$ cat src/rtl/ulactrl_pkg.sv
// ---------------------------------------------------------------------------
// ulactrl_pkg
// Shared definitions for the multicycle control unit and its ULA decoder:
//   - state_e   : FSM state encoding (4 bit; 12..14 unused, 15 = trap)
//   - OP_*      : instruction opcodes (IR[31:26])
//   - F_*       : R-type funct codes (IR[5:0])
//   - ULA_*     : ULA operation codes driven on ULAcontrol
//   - ULAOP_*   : FSM-to-decoder operation class
// ---------------------------------------------------------------------------
package ulactrl_pkg;

  typedef enum logic [3:0] {
    S_FETCH    = 4'd0,
    S_DECODE   = 4'd1,
    S_MEMADR   = 4'd2,
    S_MEMREAD  = 4'd3,
    S_MEMWB    = 4'd4,
    S_MEMWRITE = 4'd5,
    S_EXECUTE  = 4'd6,
    S_ULAWB    = 4'd7,
    S_BRANCH   = 4'd8,
    S_ADDIEXEC = 4'd9,
    S_ADDIWB   = 4'd10,
    S_JUMP     = 4'd11,
    S_ERRO     = 4'd15
  } state_e;

  localparam logic [5:0] OP_RTYPE = 6'b000000;
  localparam logic [5:0] OP_LW    = 6'b100011;
  localparam logic [5:0] OP_SW    = 6'b101011;
  localparam logic [5:0] OP_BEQ   = 6'b000100;
  localparam logic [5:0] OP_ADDI  = 6'b001000;
  localparam logic [5:0] OP_J     = 6'b000010;

  localparam logic [5:0] F_ADD = 6'b100000;
  localparam logic [5:0] F_SUB = 6'b100010;
  localparam logic [5:0] F_AND = 6'b100100;
  localparam logic [5:0] F_OR  = 6'b100101;
  localparam logic [5:0] F_SLT = 6'b101010;

  localparam logic [2:0] ULA_ADD = 3'b000;
  localparam logic [2:0] ULA_SUB = 3'b001;
  localparam logic [2:0] ULA_AND = 3'b010;
  localparam logic [2:0] ULA_OR  = 3'b011;
  localparam logic [2:0] ULA_SLT = 3'b101;

  localparam logic [1:0] ULAOP_ADD   = 2'b00;
  localparam logic [1:0] ULAOP_SUB   = 2'b01;
  localparam logic [1:0] ULAOP_FUNCT = 2'b10;

endpackage

$ cat src/rtl/ulactrl_multiciclo_ula_decoder.sv
// ---------------------------------------------------------------------------
// ula_decoder
// Combinational map from the FSM operation class and the R-type funct field
// to the 3-bit ULA operation code.
//   ula_op_i        : 00 add, 01 sub, 10 decode funct (11 treated as add)
//   funct_i         : instruction bits [5:0]
//   ula_control_o   : ULA operation code (only 000/001/010/011/101 ever driven)
//   funct_illegal_o : 1 when ula_op_i=10 and funct_i is not a supported code
// ---------------------------------------------------------------------------
module ula_decoder
  import ulactrl_pkg::*;
(
  input  logic [1:0] ula_op_i,
  input  logic [5:0] funct_i,
  output logic [2:0] ula_control_o,
  output logic       funct_illegal_o
);

  always_comb begin
    ula_control_o   = ULA_ADD;
    funct_illegal_o = 1'b0;
    case (ula_op_i)
      ULAOP_SUB: ula_control_o = ULA_SUB;
      ULAOP_FUNCT: begin
        case (funct_i)
          F_ADD:   ula_control_o = ULA_ADD;
          F_SUB:   ula_control_o = ULA_SUB;
          F_AND:   ula_control_o = ULA_AND;
          F_OR:    ula_control_o = ULA_OR;
          F_SLT:   ula_control_o = ULA_SLT;
          // Unknown funct: keep a harmless add code and flag the trap.
          default: funct_illegal_o = 1'b1;
        endcase
      end
      default: ula_control_o = ULA_ADD;
    endcase
  end

endmodule

$ cat src/rtl/ulactrl_multiciclo.sv
// ---------------------------------------------------------------------------
// ulactrl_multiciclo
// Moore control FSM for the multicycle MIPS-subset datapath (lw, sw, R-type
// add/sub/and/or/slt, beq, addi, j). Illegal opcode/funct traps to S_ERRO,
// which holds until reset and raises the sticky Erro flag.
// Ports:
//   clk, rst_n          : clock (rising edge), async active-low reset
//   Op, Funct           : IR[31:26], IR[5:0]
//   Z                   : ULA zero flag (qualifies PCEn in BRANCH)
//   ULAcontrol          : ULA operation code
//   ULASrcA, ULASrcB    : ULA operand selects
//   IorD                : memory address select
//   MemWrite, IRWrite   : memory write / IR load enables
//   RegDst, MemtoReg    : register file write address/data selects
//   RegWrite            : register file write enable
//   PCSrc, PCEn         : next-PC select and PC load
//   Erro                : sticky illegal-instruction flag
//   Estado              : current state (debug)
// ---------------------------------------------------------------------------
module ulactrl_multiciclo
  import ulactrl_pkg::*;
#(
  parameter int NSTATE_W = 4
) (
  input  logic                clk,
  input  logic                rst_n,
  input  logic [5:0]          Op,
  input  logic [5:0]          Funct,
  input  logic                Z,
  output logic [2:0]          ULAcontrol,
  output logic                ULASrcA,
  output logic [1:0]          ULASrcB,
  output logic                IorD,
  output logic                MemWrite,
  output logic                IRWrite,
  output logic                RegDst,
  output logic                MemtoReg,
  output logic                RegWrite,
  output logic [1:0]          PCSrc,
  output logic                PCEn,
  output logic                Erro,
  output logic [NSTATE_W-1:0] Estado
);

  state_e     state_q, state_d;
  logic       erro_q, erro_d;

  logic [1:0] ula_op;
  logic       funct_illegal;
  logic       mem_write_raw, ir_write_raw, reg_write_raw;
  logic       pc_write, branch;

  ula_decoder u_ula_decoder (
    .ula_op_i        (ula_op),
    .funct_i         (Funct),
    .ula_control_o   (ULAcontrol),
    .funct_illegal_o (funct_illegal)
  );

  always_ff @(posedge clk or negedge rst_n) begin
    if (!rst_n) begin
      state_q <= S_FETCH;
      erro_q  <= 1'b0;
    end else begin
      state_q <= state_d;
      erro_q  <= erro_d;
    end
  end

  // Flag is raised on the same edge that enters the trap state.
  assign erro_d = erro_q | (state_d == S_ERRO);

  always_comb begin
    state_d       = state_q;
    ula_op        = ULAOP_ADD;
    ULASrcA       = 1'b0;
    ULASrcB       = 2'b00;
    IorD          = 1'b0;
    mem_write_raw = 1'b0;
    ir_write_raw  = 1'b0;
    RegDst        = 1'b0;
    MemtoReg      = 1'b0;
    reg_write_raw = 1'b0;
    PCSrc         = 2'b00;
    pc_write      = 1'b0;
    branch        = 1'b0;

    case (state_q)
      S_FETCH: begin
        ir_write_raw = 1'b1;
        ULASrcB      = 2'b01;
        pc_write     = 1'b1;
        state_d      = S_DECODE;
      end
      S_DECODE: begin
        // Precompute branch target into ULAOut while the opcode is decoded.
        ULASrcB = 2'b11;
        case (Op)
          OP_LW, OP_SW: state_d = S_MEMADR;
          OP_RTYPE:     state_d = S_EXECUTE;
          OP_BEQ:       state_d = S_BRANCH;
          OP_ADDI:      state_d = S_ADDIEXEC;
          OP_J:         state_d = S_JUMP;
          default:      state_d = S_ERRO;
        endcase
      end
      S_MEMADR: begin
        ULASrcA = 1'b1;
        ULASrcB = 2'b10;
        state_d = (Op == OP_LW) ? S_MEMREAD : S_MEMWRITE;
      end
      S_MEMREAD: begin
        IorD    = 1'b1;
        state_d = S_MEMWB;
      end
      S_MEMWB: begin
        MemtoReg      = 1'b1;
        reg_write_raw = 1'b1;
        state_d       = S_FETCH;
      end
      S_MEMWRITE: begin
        IorD          = 1'b1;
        mem_write_raw = 1'b1;
        state_d       = S_FETCH;
      end
      S_EXECUTE: begin
        ULASrcA = 1'b1;
        ula_op  = ULAOP_FUNCT;
        state_d = funct_illegal ? S_ERRO : S_ULAWB;
      end
      S_ULAWB: begin
        RegDst        = 1'b1;
        reg_write_raw = 1'b1;
        state_d       = S_FETCH;
      end
      S_BRANCH: begin
        ULASrcA = 1'b1;
        ula_op  = ULAOP_SUB;
        PCSrc   = 2'b01;
        branch  = 1'b1;
        state_d = S_FETCH;
      end
      S_ADDIEXEC: begin
        ULASrcA = 1'b1;
        ULASrcB = 2'b10;
        state_d = S_ADDIWB;
      end
      S_ADDIWB: begin
        reg_write_raw = 1'b1;
        state_d       = S_FETCH;
      end
      S_JUMP: begin
        PCSrc    = 2'b10;
        pc_write = 1'b1;
        state_d  = S_FETCH;
      end
      S_ERRO:  state_d = S_ERRO;
      default: state_d = S_ERRO;
    endcase
  end

  // Enables are gated directly by rst_n so an asynchronous assertion kills
  // any in-flight write immediately, and FETCH's loads stay off in reset.
  assign MemWrite = mem_write_raw & rst_n;
  assign IRWrite  = ir_write_raw & rst_n;
  assign RegWrite = reg_write_raw & rst_n;
  assign PCEn     = (pc_write | (branch & Z)) & rst_n;
  assign Erro     = erro_q;
  assign Estado   = NSTATE_W'(state_q);

endmodule
$ cat config.mk
export PLATFORM = sky130hd
export DESIGN_NAME = ulactrl_multiciclo
export DESIGN_NICKNAME = d
export VERILOG_FILES = /design/src/rtl/ulactrl_pkg.sv /design/src/rtl/ulactrl_multiciclo_ula_decoder.sv /design/src/rtl/ulactrl_multiciclo.sv
export SDC_FILE = /design/constraint.sdc
export NUM_CORES = 1
export LEC_CHECK = 0
export CORE_AREA = 2 2 43 45
export CTS_BUF_LIST = sky130_fd_sc_hd__clkbuf_4 sky130_fd_sc_hd__clkbuf_8
export CTS_CLUSTER_SIZE = 8
export DETAILED_ROUTE_END_ITERATION = 6
export DIE_AREA = 0 0 45 47
export PLACE_DENSITY_LB_ADDON = 0.05
export SLEW_MARGIN = 20
export SYNTH_ARGS = -nofsm -noshare
export SYNTH_HDL_FRONTEND = slang
export SYNTH_SLANG_ARGS = --single-unit
export TNS_END_PERCENT = 50
$ cat constraint.sdc
create_clock -name clk -period 2.5 [get_ports clk]
set_input_delay 0.5 -clock clk [delete_from_list [all_inputs] [get_ports clk]]
set_output_delay 0.5 -clock clk [all_outputs]
set_load 0.05 [all_outputs]
==> reports/metrics.cfg <==
[cells_and_area]
multi_input_area_um2 = 464
seq_area_um2 = 125
stdcell_area_um2 = 1100
final_net_count = 140
syn_to_final_growth_pct = 83.0
layout.cells.non_filler = 139
n_fill_cell = 146
layout-drive-gt1-share_pct = 26.2
antenna_cells = 0

[synthesis]
ys_seq_area_share_pct = 20.8
synth_compound_area_share_pct = 24.5
synth_area_um2 = 602
ys_ff_latch = 5
syn_area_per_cell_um2 = 7.34
yosys_warnings = 0
synth-simple-area-share_pct = 37.6
ys_types = 39
synth_top_family_by_area = simple AND/OR/NAND/NOR gates
syn_nets = 99
synth_cells = 82
synth_xor_area_share_pct = 2.91
synth_fa_ha_area_share_pct = 4.16
synth.mux.area_fraction_pct = 3.53

[routing]
routed.top_layer = met3
wl_met1_um = 817
drt_wl_total_mm = 1.89
drt-initial-drc-count = 10
antenna_left = 0
vias = 749
wl_met3_um = 115
dr.pass1.iters = 4
wl_met2_um = 955
vias_per_cell = 5.39
routedWlPerCell_um = 13.6
drc = 0

[clock_network]
h-tree-depth = 1
clkSinkCount = 5
hold_buffers = 0
cts_buffers = 3
clkLatencyLatePin_ps = 240
ctsRootBufferMaster = clkbuf_4
clk_pin_slew_ps = 40
clockBufferDepth = 2
cts_tree = built

[floorplanning]
die_x_um = 45
core_area_um2 = 1650
die_y_um = 47
die-area_um2 = 2120
std_cell_rows = 15
ios = 35
initial_utilization_pct = 36.4

[global_routing]
grt_pass1_wl_mm = 2.84
grt_max_degree = 13
grt_overflow = 0
grt_pass1_vias = 688
antenna_found_initial = 0
grtUsageTotal_pct = 18.5

[sta]
skew_ps = 3.20
slew_viol_final = 0
period_needed_ps = 2430
hold_slack_ps = 457
fmax_ghz = 0.411
tns_ps = 0
finalSetupViolCount = 0
relSlewSlack_pct = 66.9
period_share_pct = 97.3
tightest_slew_ps = 495
hold_viol = 0
rsz0062_at_grt = false

[setup_path]
path_class = register to output port
crit_slowest_cell = dfrtp_1
cp.required_ps = 2000
start_kind = register
critPathBufInv = 1
crit_family = simple AND/OR/NAND/NOR gates
crit_chain = nand2b_1 -> or3_1 -> ha_1 -> nor4b_4 -> buf_12
slowest_delay_ps = 380
cp_max_fo = 3
endpoint_kind = output port
critPathArrivalTime_ps = 1930

[place]
post_dp_cell_area_um2 = 1060
dpl.cell_count = 135
hpwl_mm = 1.52
gp_congestion = 0.735
port_buffers = 34

[hold_path]
hold_path_class = register to register

[pwr]
p_leak_nw = 0.454
peakVddDrop_v = 0.000899
powerDensity_nw_per_um2 = 1220
finalPower_w = 0.00134

[job]
maxCapViolCount = 0

[run_status]
status = finished clean

-- registers in the layout, indices dropped and copies added (netlist names) --
signal	count
Estado	4
Erro	1
-- final cells by class --
cell class	instances	share of cell area (%)
multi-input cells	67	42.2
repair buffers	40	39.8
flip-flops and latches	5	11.4
clock buffers	4	2.73
inverters	6	2.05
well taps	17	1.93
-- cells in the mapped netlist --
master | n | share of area [%]
a2111o_1 | 1 | 1.9
a2111oi_2 | 1 | 2.5
a211oi_1 | 1 | 1.2
a21oi_1 | 5 | 4.2
a32oi_1 | 1 | 1.5
and2_1 | 1 | 1.0
and2b_1 | 1 | 1.2
and3_1 | 1 | 1.0
and4_1 | 1 | 1.5
buf_1 | 2 | 1.2
buf_2 | 1 | 0.83
clkbuf_1 | 1 | 0.62
dfrtp_1 | 5 | 21
ha_1 | 2 | 4.2
inv_1 | 6 | 3.7
mux2_2 | 1 | 1.9
mux2i_1 | 1 | 1.7
nand2_1 | 4 | 2.5
nand2b_1 | 6 | 6.2
nand3_1 | 4 | 3.3
nor2_1 | 8 | 5.0
nor2b_1 | 1 | 1.0
nor3_1 | 5 | 4.2
nor3b_1 | 2 | 2.5
nor4_1 | 1 | 1.0
nor4b_1 | 2 | 2.9
o211ai_1 | 1 | 1.2
o21a_1 | 1 | 1.2
o21ai_0 | 5 | 4.2
o21ai_1 | 1 | 0.83
o21ba_2 | 1 | 1.7
o221ai_1 | 1 | 1.5
o31ai_1 | 1 | 1.2
o41ai_1 | 1 | 1.5
or3_1 | 1 | 1.0
or4_1 | 1 | 1.2
or4_4 | 1 | 1.9
xnor2_1 | 1 | 1.5
xor2_1 | 1 | 1.5
-- cell families after synthesis --
family / after synthesis
adders and majority gates: 2
muxes: 2
and+or+nand+nor: 40
xor gates and xnor gates: 2
buffers and inverters: 10
DFF: 5
AOI/OAI and AO/OA: 21
-- where the power goes --
part,internal [W],switching (W)
clock network,0.0000710,0.0000309
registers,0.000115,0.0000333
logic,0.000393,0.000699
-- worst paths after layout --
path                            from            end  slack, ps  depth (start not counted)
max                        Estado[2]  ULAcontrol[2]         70                          5
min                             Erro           Erro        460                          2
max reg2reg                Estado[2]           Erro        880                          5
min reg2reg                     Erro           Erro        460                          2
max in group asynchronous      rst_n           Erro       1810                          2
min in group asynchronous      rst_n      Estado[1]        580                          2
-- cells in the final DEF, fill, tap and decap left out, drive strengths merged, types with 2 or more instances in the layout --
cell type      netlist  layout
dfrtp                5       5
ha                   2       2
inv                  6       6
o21ai                6       6
nor4b                2       2
clkdlybuf4s50        0      20
nand3                4       4
buf                  3      20
nand2b               6       6
nor2                 8       8
clkbuf               1       4
or4                  2       2
nor3                 5       5
nor3b                2       2
a21oi                5       5
nand2                4       4
-- through the flow --
stage	setup WS [ps]	util, %
after floorplan	-511	-
after global placement	177	64.0
after detailed placement	145	64.0
after CTS	34.0	66.4
after global routing	2.72	66.7
final	66.5	66.7
-- repair_timing --
action	CTS	global route
endpoints found under the setup margin	1	2
pin swaps	1	0
setup buffers	0	0
resized for setup	1	2
-- worst min-delay path, cell delays in order (launching register included) --
cell and delay (ps):
dfrtp_1 330, inv_1 40, o41ai_1 50
-- routing by layer --
| metal | global-route usage (%) | up-vias |
|---|---|---|
| met5 | 0 | - |
| met4 | 5.29 | 0 |
| met3 | 2.69 | 0 |
| met2 | 35.1 | 27 |
| met1 | 21.5 | 335 |
| li1 | - | 387 |
Note: power is estimated with default switching activity, not from simulation.
